$ cat config.mk
export PLATFORM = sky130hd
export DESIGN_NAME = elevator_call_scheduler
export DESIGN_NICKNAME = d
export VERILOG_FILES = /design/src/rtl/elevator_call_scheduler.sv
export SDC_FILE = /design/constraint.sdc
export NUM_CORES = 1
export LEC_CHECK = 0
export ABC_CLOCK_PERIOD_IN_PS = 5100
export CAP_MARGIN = 20
export CORE_MARGIN = 2
export CORE_UTILIZATION = 40
export CTS_BUF_LIST = sky130_fd_sc_hd__clkbuf_16
export DETAILED_ROUTE_END_ITERATION = 10
export PLACE_DENSITY_LB_ADDON = 0.2
export REMOVE_ABC_BUFFERS = 1
export SYNTH_ARGS = -nofsm -noshare
export SYNTH_HDL_FRONTEND = slang
export SYNTH_SLANG_ARGS = --single-unit
export TNS_END_PERCENT = 1
$ cat constraint.sdc
create_clock -name clk -period 5.1 [get_ports clk]
set_input_delay 1.02 -clock clk [delete_from_list [all_inputs] [get_ports clk]]
set_output_delay 1.02 -clock clk [all_outputs]
set_load 0.01 [all_outputs]
$ cat src/rtl/elevator_call_scheduler.sv
// elevator_call_scheduler
// Latches hall/car calls and drives one car floor by floor in collective
// (SCAN) order, then sequences the door dwell. A lock mode parks the car
// with the door closed and the call latch cleared.
//
// Ports:
//   clk           rising-edge clock
//   reset         asynchronous, active-high
//   call_req      one request bit per floor (pulse or level)
//   hold          keeps the door open while high in DOOR
//   lock          requests lock mode (taken only from IDLE)
//   current_floor registered floor index
//   moving        high while travelling (MOVE)
//   dir_up        travel direction, 1 = up
//   door_open     high during the door dwell (DOOR)
//   locked        high while parked in LOCKED
//   pending       latched outstanding calls
module elevator_call_scheduler #(
  parameter  int FLOORS        = 4,
  parameter  int TRAVEL_CYCLES = 8,
  parameter  int DOOR_CYCLES   = 4,
  localparam int FW            = $clog2(FLOORS)
) (
  input  logic              clk,
  input  logic              reset,
  input  logic [FLOORS-1:0] call_req,
  input  logic              hold,
  input  logic              lock,
  output logic [FW-1:0]     current_floor,
  output logic              moving,
  output logic              dir_up,
  output logic              door_open,
  output logic              locked,
  output logic [FLOORS-1:0] pending
);

  // One counter serves both the travel timer and the door dwell timer.
  localparam int CMAX = (TRAVEL_CYCLES > DOOR_CYCLES) ? TRAVEL_CYCLES : DOOR_CYCLES;
  localparam int CW   = $clog2(CMAX + 1);
  localparam logic [CW-1:0] TRAVEL_LOAD = CW'(TRAVEL_CYCLES - 1);
  localparam logic [CW-1:0] DOOR_LOAD   = CW'(DOOR_CYCLES - 1);
  localparam logic [FW-1:0] TOP         = FW'(FLOORS - 1);

  typedef enum logic [1:0] {IDLE, MOVE, DOOR, LOCKED} state_t;

  state_t            state, state_n;
  logic [FW-1:0]     floor_n, next_floor;
  logic              dir_n;
  logic [CW-1:0]     cnt, cnt_n;
  logic [FLOORS-1:0] pend_n;
  logic              above, below, ahead_next, here_call;

  function automatic logic any_above(input logic [FLOORS-1:0] p, input logic [FW-1:0] f);
    any_above = 1'b0;
    for (int i = 0; i < FLOORS; i++)
      if (p[i] && (i > int'(f))) any_above = 1'b1;
  endfunction

  function automatic logic any_below(input logic [FLOORS-1:0] p, input logic [FW-1:0] f);
    any_below = 1'b0;
    for (int i = 0; i < FLOORS; i++)
      if (p[i] && (i < int'(f))) any_below = 1'b1;
  endfunction

  always_comb begin
    state_n   = state;
    floor_n   = current_floor;
    dir_n     = dir_up;
    cnt_n     = cnt;
    pend_n    = pending | call_req;
    here_call = call_req[current_floor];
    above     = any_above(pending, current_floor);
    below     = any_below(pending, current_floor);
    // Saturate at the end floors so the index can never leave the shaft,
    // even if the direction bit and the call pattern ever disagree.
    if (dir_up) next_floor = (current_floor == TOP) ? current_floor : current_floor + FW'(1);
    else        next_floor = (current_floor == '0)  ? current_floor : current_floor - FW'(1);
    ahead_next = dir_up ? any_above(pending, next_floor) : any_below(pending, next_floor);

    unique case (state)
      IDLE: begin
        if (lock) begin
          state_n = LOCKED;
          pend_n  = '0;
        end else if (pending[current_floor]) begin
          state_n                = DOOR;
          cnt_n                  = DOOR_LOAD;
          pend_n[current_floor]  = 1'b0;
        end else if ((dir_up && above) || (!dir_up && !below && above)) begin
          state_n = MOVE;
          dir_n   = 1'b1;
          cnt_n   = TRAVEL_LOAD;
        end else if ((!dir_up && below) || (dir_up && !above && below)) begin
          state_n = MOVE;
          dir_n   = 1'b0;
          cnt_n   = TRAVEL_LOAD;
        end
      end
      MOVE: begin
        if (cnt == '0) begin
          floor_n = next_floor;
          if (pending[next_floor]) begin
            state_n            = DOOR;
            cnt_n              = DOOR_LOAD;
            pend_n[next_floor] = 1'b0;
          end else if (ahead_next) begin
            cnt_n = TRAVEL_LOAD;
          end else begin
            state_n = IDLE;
          end
        end else begin
          cnt_n = cnt - CW'(1);
        end
      end
      DOOR: begin
        // A call for the open floor only stretches the dwell; it is never latched.
        pend_n[current_floor] = 1'b0;
        if (hold || here_call) cnt_n = DOOR_LOAD;
        else if (cnt == '0)    state_n = IDLE;
        else                   cnt_n = cnt - CW'(1);
      end
      LOCKED: begin
        pend_n = '0;
        if (!lock) state_n = IDLE;
      end
    endcase
  end

  always_ff @(posedge clk or posedge reset) begin
    if (reset) begin
      state         <= IDLE;
      current_floor <= '0;
      dir_up        <= 1'b1;
      cnt           <= '0;
      pending       <= '0;
      moving        <= 1'b0;
      door_open     <= 1'b0;
      locked        <= 1'b0;
    end else begin
      state         <= state_n;
      current_floor <= floor_n;
      dir_up        <= dir_n;
      cnt           <= cnt_n;
      pending       <= pend_n;
      moving        <= (state_n == MOVE);
      door_open     <= (state_n == DOOR);
      locked        <= (state_n == LOCKED);
    end
  end

endmodule

# Word-level counts from Yosys, hierarchy flattened
# Cells that the tools add are included.
# Widths: inputs -> output; s select.
dict set report totals {
  register_bits 16
  inputBits 8
  output_inout_bits 10
  elab_cells 133
}
dict set report op_classes {
  addsub 3
  order_cmp 16
  eq_ne 11
  muxes 54
  n_bitwise 7
  reduce_logical 34
}
# cell count
set ops {}
lappend ops {{$mux 4} 13}
lappend ops {{$mux 2} 13}
lappend ops {{$logic_and 1x1->1} 20}
lappend ops {{$mux 1} 20}
lappend ops {{$pmux 4 s4} 1}
lappend ops {{$pmux 4 s3} 1}
lappend ops {{$eq 2x2->1 const B} 5}
lappend ops {{$and 4x4->4} 2}
lappend ops {{$gt 2x2->1 const A} 4}
lappend ops {{$lt 1x2->1 const A} 4}
lappend ops {{$ne 4x4->1 const B} 2}
lappend ops {{$not 4->4} 2}
lappend ops {{$pmux 2 s4} 1}
lappend ops {{$bmux 1 s2} 3}
lappend ops {{$lt 2x3->1 const B} 2}
lappend ops {{$reduce_and 5->1} 1}
lappend ops {{$demux 1 s2} 2}
lappend ops {{$eq 2x1->1 const B} 2}
lappend ops {{$ge 2x1->1 const B} 2}
lappend ops {{$gt 1x2->1 const A} 2}
lappend ops {{$logic_not 2->1} 2}
lappend ops {{$logic_not 4->1} 1}
lappend ops {{$lt 2x2->1 const A} 2}
lappend ops {{$or 4x4->4} 1}
lappend ops {{12 further kinds} 17}

# Depth between registers and ports, before layout
# Gate-level depths: netlist (run 1).
dict set report logic_depth {
  ltp_word 15
  ltp_mapped 10
  depth_no_buf 9
}

# Least setup slack after synthesis (run 1)
# Ideal clock, no wire load.
dict set report synth_path {
  path_type {input to register}
  startpoint {input port call_req[3]}
  endpoint {register cnt[1]}
  setup_time_ps 125
  arrival_ps 2325
  required_time_ps 4975
  setup_slack_ps 2651
  path_stages 6
  path_buffers 0
  cell_sequence {mux4_2 > nor2_1 > a31o_2 > a21oi_4 > nand2_1 > mux2_2}
}
dict set report synth_between {
  elab_chain_cells 5
  word_cells_on_any_way 7
  cone_classes {1 x eq/ne; 4 x mux; 2 x reduce/logical}
}
# item line_no
set synth_lines {}
lappend synth_lines {{start, declared} 26} ;# input logic [FLOORS-1:0] call_req,
lappend synth_lines {{$bmux 1 s2 (*)} 71} ;# here_call = call_req[current_floor];
lappend synth_lines {{$mux 1 (implied by the code) (*)} 71}
lappend synth_lines {{$logic_or 1x1->1 (*)} 118} ;# if (hold || here_call) cnt_n = DOOR_LOAD;
lappend synth_lines {{$ne 3x3->1 (no line) / $mux 4 (equally long branches)} -}
lappend synth_lines {{$reduce_and 5->1 (no line) / $pmux 4 s3 (equally long branches)} -}
lappend synth_lines {{end signal, assigned} 143} ;# cnt <= cnt_n;
lappend synth_lines {{end, declared} 49} ;# logic [CW-1:0] cnt, cnt_n;
# Every way passes the cells marked *; elsewhere a longest branch is shown, timed or not. The select of a mux whose other input is x is not followed.
# A chain may end at the register's enable or synchronous reset.

# Worst setup path after layout (run 1)
dict set report layout_path {
  startpoint {input port call_req[3]}
  endpoint {register cnt[2]}
}
# The elaborated chain is that of the path after synthesis.

==> results of run 1 <==
worst min-delay path by stage:
stage                 from     end  slack, ns  cells after the start
floorplan           cnt[1]  cnt[1]       0.50                      1
global placement    cnt[1]  cnt[1]       0.52                      1
detailed placement  cnt[1]  cnt[1]       0.53                      1
CTS                 cnt[1]  cnt[1]       0.55                      1
global route        cnt[1]  cnt[1]       0.57                      1
finish              cnt[1]  cnt[1]       0.55                      1
worst reg2reg max path, stage by stage (launching register included):
cell                      delay (ns)
sky130_fd_sc_hd__dfrtp_1        0.81
sky130_fd_sc_hd__mux4_1         0.77
sky130_fd_sc_hd__a21oi_1        0.16
sky130_fd_sc_hd__o21ai_1        0.13
sky130_fd_sc_hd__nand2_1        0.16
sky130_fd_sc_hd__mux2_2         0.36
stage by stage:
stage	total power, mW	instances	utilization [%]
finish	1.19	227	49.3
detailed placement	1.01	223	46.9
floorplan	0.796	160	-
global placement	0.991	223	46.9
CTS	1.18	227	49.3
global route	1.28	227	49.3
layout make-up:
| class | instances | area [um^2] | area share [%] |
|---|---|---|---|
| clock inverter | 1 | 3.75 | 0.226 |
| multi-input combinational | 129 | 893 | 53.9 |
| inverter | 15 | 56.3 | 3.40 |
| clock buffer | 3 | 75.1 | 4.53 |
| timing repair buffer | 17 | 170 | 10.3 |
| sequential | 16 | 402 | 24.2 |
| tap | 46 | 57.6 | 3.47 |
synthesized netlist by cell type (2+ instances only):
| library cell | number |
|---|---|
| sky130_fd_sc_hd__mux2i_1 | 3 |
| sky130_fd_sc_hd__o21ai_0 | 7 |
| sky130_fd_sc_hd__xor2_1 | 2 |
| sky130_fd_sc_hd__ha_1 | 8 |
| sky130_fd_sc_hd__o22ai_1 | 6 |
| sky130_fd_sc_hd__nor3_1 | 5 |
| sky130_fd_sc_hd__clkbuf_1 | 6 |
| sky130_fd_sc_hd__nor3b_1 | 2 |
| sky130_fd_sc_hd__mux4_2 | 2 |
| sky130_fd_sc_hd__buf_2 | 5 |
| sky130_fd_sc_hd__dfrtp_1 | 15 |
| sky130_fd_sc_hd__a22oi_1 | 2 |
| sky130_fd_sc_hd__or3b_1 | 2 |
| sky130_fd_sc_hd__nand2_1 | 13 |
| sky130_fd_sc_hd__inv_1 | 14 |
| sky130_fd_sc_hd__nor2_1 | 19 |
| sky130_fd_sc_hd__mux2_2 | 3 |
| sky130_fd_sc_hd__a21oi_1 | 19 |
| sky130_fd_sc_hd__a31oi_1 | 6 |
| sky130_fd_sc_hd__nand3_1 | 3 |
registers in the layout, summed over array words and instances (netlist names):
register and flops:
dir_up 1, cnt 4, door_open 1, locked 1
current_floor 2, moving 1, state 2, pending 4
kinds of logic (layout without fill, tap and decap cells):
family,after synthesis,in the layout,share of synthesized area [%]
AOI/OAI and AO/OA,58,58,27.8
muxes,9,9,9.61
buffers and inverters,27,36,7.92
adders and majority gates,8,8,7.12
DFF,16,16,28.6
xor gates and xnor gates,3,3,1.87
and+or+nand+nor,51,51,17.1
power breakdown:
group,internal (mW),switching (mW),leakage [nW]
Combinational,0.333,0.381,0.489
Clock,0.104,0.0535,0.0423
Sequential,0.188,0.130,0.192
Total,0.625,0.564,0.723
metal layers:
metal / wire length [um] / vias to the layer above
li1: - / 630
met1: 1620 / 660
met2: 1780 / 48
met3: 182 / 6
met4: 51 / 0
met5: 0 / -
==> reports/summary.md, run 1 <==
The run finished with clean final reports. After routing the design area is 1660 um^2. The required time reported for the critical path endpoint is 5.23 ns. The detailed router finished its first iteration with 56 violations. The top cell type by area accounts for 26.7% of the synthesized area.

The initialized floorplan defines 21 standard-cell rows. The port buffer count works out to 17. The tools report the clock tree root driver cell as sky130_fd_sc_hd__clkbuf_16. The mean cell area of the mapped netlist was 8.18 um^2; the aggregate routed wire length was 3630 um.

0 antenna diodes ended up in the layout. The worst register-to-register path ends at cnt[2]. Hold timing on the final database bottoms out at a slack of 0.547 ns.

Worst setup skew after layout: 0.00272 ns. The min-delay analysis places its worst path in the category flip-flop to flip-flop. The met1 capacity usage during global routing came out at 25.7%.

The run gives 0 as the total congestion overflow after global routing. The launch point of the critical path is call_req[3]. Once detail routing completed, the nets flagged for antenna violations numbered 0. The worst slew slack as a fraction of its limit is 50.6%, and the worst-margin pin slew is 0.741 ns.

The HPWL after detailed placement came out at 2610 um. The count of mapped cells out of synthesis is 172. STA classifies the critical path endpoint as a flip-flop. The tools report the capture point of the critical path as cnt[2]. Cells with a size suffix above 1 make up 10.5% of the layout. The family with the most delay on the worst path is multiplexers.

Before CTS, the worst setup slack after placement is 2.08 ns. The initial antenna violation count was 0; the setup violation total in the final timing report was 0. The via count of the first global-routing pass is 1247. At the later pin of the worst-skew pair, clock insertion delay measures 0.25 ns. The largest net degree at the start of global routing was 25. At the end of routability-driven placement, the weighted congestion stood at 0.863. TritonCTS built the clock tree. The worst setup path is of the input pin to flip-flop kind.

18 I/O pins were placed. The number of iterations in the first detailed-routing pass was 4; the number of maximum-capacitance violations was 0. The post-route minimum period was 2.79 ns.

The worst register-to-register path begins at current_floor[0]. The count of cells along the worst register-to-register path is 5. The horizontal die dimension is 63.3 um, and the delay contributed by the slowest stage of the critical path is 0.52 ns.

Yosys attributes the largest share of cell area to sky130_fd_sc_hd__dfrtp_1, sky130_fd_sc_hd__ha_1, sky130_fd_sc_hd__a21oi_1, sky130_fd_sc_hd__nor2_1, sky130_fd_sc_hd__inv_1. The met2 global-route usage is 31.4%, and the number of nets in the layout is 198. The die boundary height works out to 63.3 um. The logs give 3360 um^2 for the area of the placeable core and 0 for the number of remaining DRC errors. Combined area of all synthesized cells: 1410 um^2.

For this configuration, the core starts out at a cell density of 41.8%. Among all flip-flop cells after synthesis, the most frequent one is sky130_fd_sc_hd__dfrtp_1. The maximum clock frequency was 0.359 GHz; the critical path depth in cells was 7. Data arrives at the worst endpoint at 2.92 ns.

The critical path goes through clkdlybuf4s50_1, mux4_2, nor2_1, a31o_2, a21oi_4, nand2_1, mux2_2. In the post-route analysis, the smallest setup slack over all paths is 2.31 ns. Clock-pin slew was measured on the worst setup and hold paths at 0.05 ns. In this run the worst path has a maximum fanout of 4.

Relative to the synthesized area, the layout overhead comes to 17.9%. Setup repair after global routing left no endpoint under its margin. For this design the ratio of total power to cell area is 718 nW/um^2. The number of sinks driven by the clock tree was 16; the Yosys warning count was 0. The final max-slew violation count came out at 0. The first global-routing pass estimated 6010 um of wire. After synthesis, the netlist uses 50 different library cells. Across all register-to-register paths, the minimum setup slack is 2.58 ns. The filler cells instantiated in the layout total 350. The cell leakage power is 0.723 nW, and the total track usage is 19.0%. The post-CTS setup buffer count is 0, and the setup TNS is 0 ns. The average routed wire per standard cell is 16.0 um, and the number of buffers created by CTS is 3. The cell with the biggest individual delay on the critical path is sky130_fd_sc_hd__mux4_2. After global routing, the most crowded layer is met2. Dividing the detail-routed via count by the number of cells gives 5.92.

Register bit total from synthesis: 16. Number of hold violations in the final report: 0. Across all layers, the routed design uses 1344 vias. For this run, asynchronously set or reset flops after synthesis account for 100%. The proportion of synthesized chip area in sequential cells was 28.6%.

The post-cts sizing count is 0. STA classifies the critical path startpoint as an input pin. Of the available clock period, the critical path in the final layout requires 54.7%. Counting flops with a built-in enable in the synthesized netlist gives 0. For the number of H-tree branching levels, the log shows 1. The number of hold buffers added after CTS was 0.

Global routing consumed, on the met3 layer, 3.21% of the routing resources. VDD sags by at most 0.321 mV. For the area of the die, the log shows 4010 um^2.

The largest total area in the synthesized netlist belongs to sky130_fd_sc_hd__dfrtp_1. The buffer and inverter count on the worst path was 1. Once placement finished, the instance area stood at 1580 um^2. In the layout the commonest cells are sky130_fd_sc_hd__nor2_1, sky130_fd_sc_hd__a21oi_1, sky130_fd_sc_hd__clkdlybuf4s50_1. The longest clock path from root to sink contains 2 buffers.
Note: power is estimated with default switching activity, not from simulation.
==> run 2: changes to the inputs <==
- ABC_CLOCK_PERIOD_IN_PS: 5100 -> 2600
- clock period: 5.1 -> 2.6 ns (I/O delays scaled with it)
==> run 2 against run 1 <==
Compared with the run above: combinational power rose by 100%; cell count rose by 0.88%; critical path type is now flip-flop to output port; sequential cell count did not move; routed wire length fell by 0.28%; die area did not move; first-iteration DRC count fell by 1.8%; clock power rose by 97%; global-route usage rose by 0.93 points; setup slack got worse by 2.0 ns.
==> reports/summary.md, run 2 (same netlist as run 1, synthesis figures left out) <==
The average routed wire per standard cell works out to 15.8 um (-1.1%). Endpoint of the lowest-slack register-to-register path: cnt[2]. The initial antenna violation count came out at 0 (unchanged). The logs give 2690 um (+3.1%) for the HPWL after detailed placement and 0.00156 ns (-0.00115 ns) for the worst setup skew after layout. The post-CTS setup buffer count was 0 (unchanged). Port buffer count: 17 (unchanged).

The number of instances in the placed design is 225 (+0.90%). The clock transition time at the flip-flop clock pins of the worst setup and hold paths is 0.05 ns (about the same). The setup TNS was 0 ns (unchanged); the post-cts sizing count was 0 (unchanged). TritonCTS built the clock tree. The switching part of the total power was 46.9% (-0.52 points).

The launch instance of the worst register-to-register path was current_floor[0]. Number of diodes: 0 (unchanged). The run gives 2 (unchanged) as the worst-case clock buffer depth. The worst hold path begins at cnt[1]. In the layout the commonest cells are sky130_fd_sc_hd__nor2_1, sky130_fd_sc_hd__a21oi_1, sky130_fd_sc_hd__clkdlybuf4s50_1. The final period utilization was 86.9%; the filler cell count in the final layout was 333 (-4.9%). The horizontal die dimension is 63.3 um (unchanged), and the post-route minimum period is 2.26 ns.

The reg2reg setup slack was 0.40 ns (-2.18 ns); the number of iterations in the first detailed-routing pass was 4 (unchanged). The largest net degree at the start of global routing was 19 (-24%). The largest registers in the layout are cnt: 4 flops, pending: 4 flops.

The number of maximum-capacitance violations came out at 0 (unchanged). Count of antenna-violating nets left after detailed routing: 0 (unchanged). The count of cells along the worst register-to-register path is 7 (+2), and the end-of-flow core utilization is 49.7% (+0.45 points). The maximum clock frequency was 0.443 GHz; the aggregate routed wire length was 3620 um (-0.28%). The tools report the combinational fraction of design power as 61.6% (+1.6 points). The via count of the first global-routing pass was 1314 (+5.4%).

The worst hold path terminates at cnt[1]. The final max-slew violation count is 0 (unchanged). Compared with the post-synthesis result, the final layout area differs by 18.9%.

The tools report the via count of the routed design as 1326 (-1.3%). The tools report the worst slew slack as a fraction of its limit as 58.7% (+8.1 points). The number of remaining DRC errors was 0 (unchanged); the part of the total power dissipated in the clock network was 13.3% (about the same). The net switching component of the power was 1.09 mW (+94%).

The initial detailed-routing violation count is 55 (-1.8%), and the total track usage is 20.0% (+0.93 points). The largest fanout of any net on the critical path is 17 (+13). Total power consumption of the routed design: 2.33 mW (+96%).

For the signal arrival time at the worst endpoint, the log shows 1.74 ns (-1.18 ns). Area of the placeable core: 3360 um^2 (unchanged). The path class of the tightest hold or removal check is flip-flop to flip-flop.

The tools report the cell-internal power as 1.24 mW (+98%). The run finished with clean final reports. The tools report the number of top-level design ports as 18 (unchanged). The run gives 0.847 (-1.8%) as the final estimated routing congestion in global placement. The tools report the type of element launching the critical path as a flip-flop. The number of cell rows was 21 (unchanged). Total congestion overflow after global routing: 0 (unchanged).

The wire length of the first global-routing pass was 6280 um (+4.5%). For the worst IR drop on VDD, the log shows 0.629 mV (+96%). The power per cell area was 1400 nW/um^2 (+94%); the portion of total power attributed to sequential cells was 25.0% (-1.7 points). The clock latency at the later pin of the worst-skew pair was 0.25 ns (about the same); the cell leakage power was 0.729 nW (+0.74%). Setup repair after global routing left no endpoint under its margin. The number of hold violations in the final report is 0 (unchanged).

The run gives 0 (unchanged) as the hold buffer count at CTS. The number of buffers created by CTS was 3 (unchanged); the post-layout instance count excluding filler cells was 229 (+0.88%). The starting density of the core came out at 41.8% (unchanged). The run gives 1 (unchanged) as the number of H-tree branching levels. The count of cells along the worst hold path works out to 1 (unchanged).

The worst-margin pin slew came out at 0.619 ns (-0.122 ns). The setup violation total in the final timing report is 0 (unchanged). The required time reported for the critical path endpoint came out at 2.08 ns (-3.15 ns). The area of the die came out at 4010 um^2 (unchanged). The routed via count divided by cell count came out at 5.79 (-2.2%). The critical path in this run is classified as flip-flop to output port.

The share of post-route cells with drive strength above 1 was 11.5% (+0.98 points); the number of nets in the layout was 200 (+1.0%). The number of sinks driven by the clock tree is 16 (unchanged). In this run the clock root is driven by a sky130_fd_sc_hd__clkbuf_16. The worst setup path is captured at an output port. The die boundary height came out at 63.3 um (unchanged).
-- run 2: cell types whose count changed in the layout (fill, tap and decap cells not counted), sizes merged --
cell    delta
inv        -1
buf        +2
clkinv     +1
-- run 2: area by class of cell --
type	count	area, um^2	area share (%)
Timing Repair Buffer	19	185	11.1
Clock inverter	1	3.75	0.224
Multi-Input combinational cell	129	893	53.4
Tap cell	46	57.6	3.44
Inverter	15	56.3	3.37
Sequential cell	16	402	24.0
Clock buffer	3	75.1	4.49
-- run 2: power groups by stage --
stage | Sequential [mW] | Clock, mW | Combinational, mW
3_3_place_gp | 0.572 | 0 | 1.39
4_1_cts | 0.578 | 0.317 | 1.43
2_1_floorplan | 0.584 | 0 | 0.976
5_1_grt | 0.612 | 0.329 | 1.60
6_report | 0.584 | 0.311 | 1.44
3_5_place_dp | 0.581 | 0 | 1.42
-- run 2: critical path, stage by stage (launching register included) --
cell                              delay [ns]
sky130_fd_sc_hd__dfrtp_1                0.69
sky130_fd_sc_hd__buf_4                  0.26
sky130_fd_sc_hd__clkdlybuf4s50_1        0.54
-- run 2: worst max-delay path by stage --
| stage | from | end | slack, ns | depth (start not counted) |
|---|---|---|---|---|
| 2_1_floorplan | current_floor[0] | cnt[1] | 0.34 | 6 |
| 3_3_place_gp | call_req[3] | cnt[2] | 0.14 | 7 |
| 3_5_place_dp | call_req[3] | cnt[2] | 0.10 | 7 |
| 4_1_cts | current_floor[1] | current_floor[1] | 0.35 | 2 |
| 5_1_grt | cnt[0] | door_open | 0.22 | 9 |
| 6_report | current_floor[1] | current_floor[1] | 0.34 | 2 |
-- run 2: routing by layer --
layer  wire length, um  vias up  track usage (%)
li1                  -      644                -
met1              1620      631             26.4
met2              1730       46             33.0
met3               214        5             3.04
met4                59        0             7.34
met5                 0        -                0
-- run 2: stage by stage --
stage / hold slack (ns) / cell area [um^2] / setup slack, ns
after floorplan: 0.433 / 1350 / 0.342
after global placement: 0.523 / 1590 / 0.142
after detailed placement: 0.530 / 1590 / 0.104
after CTS: 0.542 / 1670 / 0.351
after global routing: 0.574 / 1670 / 0.223
final: 0.542 / 1670 / 0.341
==> run 3: changes to the inputs <==
- GPL_ROUTABILITY_DRIVEN: unset -> 0
==> run 3 against run 2 <==
Compared with the run above: sequential power is essentially flat; cell area grew 0.45%; sequential cell count is the same; largest power group unchanged.
==> reports/summary.md, run 3 (same netlist as run 1, synthesis figures left out) <==
The run finished with clean final reports. The endpoint identified for the worst register-to-register timing path is cnt[2]. The run gives 59.4% (+0.74 points) as the worst slew slack as a fraction of its limit. TritonCTS built the clock tree.

The post-route worst setup slack came out at 0.323 ns (-0.0186 ns). Hold buffer count at CTS: 0 (unchanged). Number of remaining DRC errors: 0 (unchanged).

The routed via count divided by cell count is 5.84 (+0.84%). End-of-flow core utilization: 50.0% (+0.22 points). The number of H-tree branching levels was 1 (unchanged); the number of top-level design ports was 18 (unchanged). The initial antenna violation count was 0 (unchanged). Setup repair after global routing left no endpoint under its margin. The clock tree root driver cell was sky130_fd_sc_hd__clkbuf_16. The number of nets in the layout was 201 (+0.50%); the die boundary height was 63.3 um (unchanged). The final period utilization works out to 87.6% (+0.72 points). The run gives 16 (unchanged) as the number of sinks driven by the clock tree. The horizontal die dimension was 63.3 um (unchanged); the area of the placeable core was 3360 um^2 (unchanged). For the setup violation total in the final timing report, the log shows 0 (unchanged). The tools report the clock latency at the later pin of the worst-skew pair as 0.25 ns (about the same). In this run the most critical hold path is launched from cnt[1]. The sequential cell area is 402 um^2 (unchanged). STA classifies the critical path startpoint as an input pin. The largest net degree at the start of global routing was 19 (unchanged).

Average routed wire per standard cell: 15.3 um (-3.5%). The total power consumption of the routed design was 2.33 mW (-0.29%); the worst IR drop on VDD was 0.653 mV (+3.8%). Wire length of the first global-routing pass: 5950 um (-5.2%). The worst setup path is captured at a flip-flop.

The area overhead of the layout relative to synthesis came out at 19.5%. The post-cts sizing count came out at 0 (unchanged). The most critical setup path has its startpoint at call_req[2].

The logs give 0 ns (unchanged) for the setup TNS and 1250 (-4.9%) for the via count of the first global-routing pass. The library cells used most frequently in the layout, excluding fill and tap cells, are sky130_fd_sc_hd__nor2_1, sky130_fd_sc_hd__a21oi_1, sky130_fd_sc_hd__clkdlybuf4s50_1. The logs give 893 um^2 (unchanged) for the area of combinational cells with multiple inputs and 0.439 GHz (-0.82%) for the maximum clock frequency.

The run gives 0 (unchanged) as the number of maximum-capacitance violations. The reg2reg setup slack is 0.37 ns (-0.03 ns). The run gives 0.733 nW (+0.57%) as the cell leakage power. The minimum setup slack after placement is 0.105 ns (+0.000943 ns), and the number of iterations in the first detailed-routing pass is 4 (unchanged). The total track usage was 18.5% (-1.4 points); the total congestion overflow after global routing was 0 (unchanged). The final max-slew violation count is 0 (unchanged). In this run the critical register-to-register path is launched from current_floor[0]. The number of hold violations in the final report came out at 0 (unchanged). The post-route minimum period was 2.28 ns (+0.0186 ns); the number of diodes was 0 (unchanged). The port buffer count is 17 (unchanged), and the count of cells along the worst register-to-register path is 7 (unchanged). The logs give 1343 (+1.3%) for the via count of the routed design and 0 (unchanged) for the count of antenna-violating nets left after detailed routing. Number of buffers created by CTS: 3 (unchanged).

For the post-CTS setup buffer count, the log shows 0 (unchanged). The number of cell rows was 21 (unchanged); the worst setup skew after layout was 0.00115 ns (-0.000418 ns). The worst hold path belongs to the class flip-flop to flip-flop.

Initial detailed-routing violation count: 45 (-18%). The path type of the worst setup path is input pin to flip-flop. The power per cell area works out to 1380 nW/um^2 (-0.74%). The worst-margin pin slew was 0.608 ns (-0.0111 ns); the largest fanout of any net on the critical path was 4 (-13). The signal arrival time at the worst endpoint is 2.41 ns (+0.67 ns), and the share of post-route cells with drive strength above 1 is 12.0% (+0.48 points). The largest registers in the layout are cnt: 4 flops, pending: 4 flops.

The largest individual stage delay along the critical path comes from the cell sky130_fd_sc_hd__mux4_2. The logs give 4010 um^2 (unchanged) for the area of the die and 2600 um (-3.4%) for the HPWL after detailed placement. The run gives 2 (unchanged) as the worst-case clock buffer depth. The required time reported for the critical path endpoint was 2.73 ns (+0.65 ns). The delay contributed by the slowest stage of the critical path was 0.52 ns (-0.17 ns). The capture point of the critical path is cnt[2]. The signal on the critical path passes through clkdlybuf4s50_1, mux4_2, nor2_1, a31o_2, a21oi_4, nand2_1, mux2_2.

The logs give 3510 um (-3.1%) for the aggregate routed wire length and 355 (+6.6%) for the filler cell count in the final layout. The tools report the starting density of the core as 41.8% (unchanged). The clock transition time at the flip-flop clock pins of the worst setup and hold paths is 0.05 ns (about the same).
-- run 3: metrics by stage --
step | area (um^2) | hold WS [ns] | std cells
floorplan | 1350 | 0.433 | 160
global placement | 1600 | 0.524 | 226
detailed placement | 1600 | 0.535 | 226
CTS | 1680 | 0.546 | 230
global route | 1680 | 0.573 | 230
finish | 1680 | 0.548 | 230
-- run 3: layout make-up --
cell class | instances | share of cell area (%)
clock buffer | 3 | 4.47
tap | 46 | 3.43
timing repair buffer | 20 | 11.5
clock inverter | 1 | 0.223
multi-input combinational | 129 | 53.2
inverter | 15 | 3.35
sequential | 16 | 23.9
-- run 3: critical path: cells and delay by family --
kind | cells | cell delay [ns]
muxes | 2 | 0.87
buffers and inverters | 1 | 0.44
and+or+nand+nor | 2 | 0.33
AOI/OAI and AO/OA | 2 | 0.26
-- run 3: routing by layer --
layer / global-route usage, % / wire length (um) / share of wire (%)
met5: 0 / 0 / 0
met4: 5.71 / 41 / 1.2
met3: 2.86 / 155 / 4.4
met2: 29.5 / 1700 / 48
met1: 25.9 / 1610 / 46
-- run 3: how the worst min path moves through the flow --
stage                   to  depth (start not counted)
floorplan           cnt[0]                          1
global placement    cnt[1]                          1
detailed placement  cnt[1]                          1
CTS                 cnt[1]                          1
global route        cnt[1]                          1
finish              cnt[1]                          1
-- run 3: where the power goes --
group	leakage, nW	total (mW)	switching (mW)	internal, mW
Clock	0.0385	0.304	0.0994	0.204
Sequential	0.192	0.582	0.211	0.370
Combinational	0.502	1.44	0.773	0.669
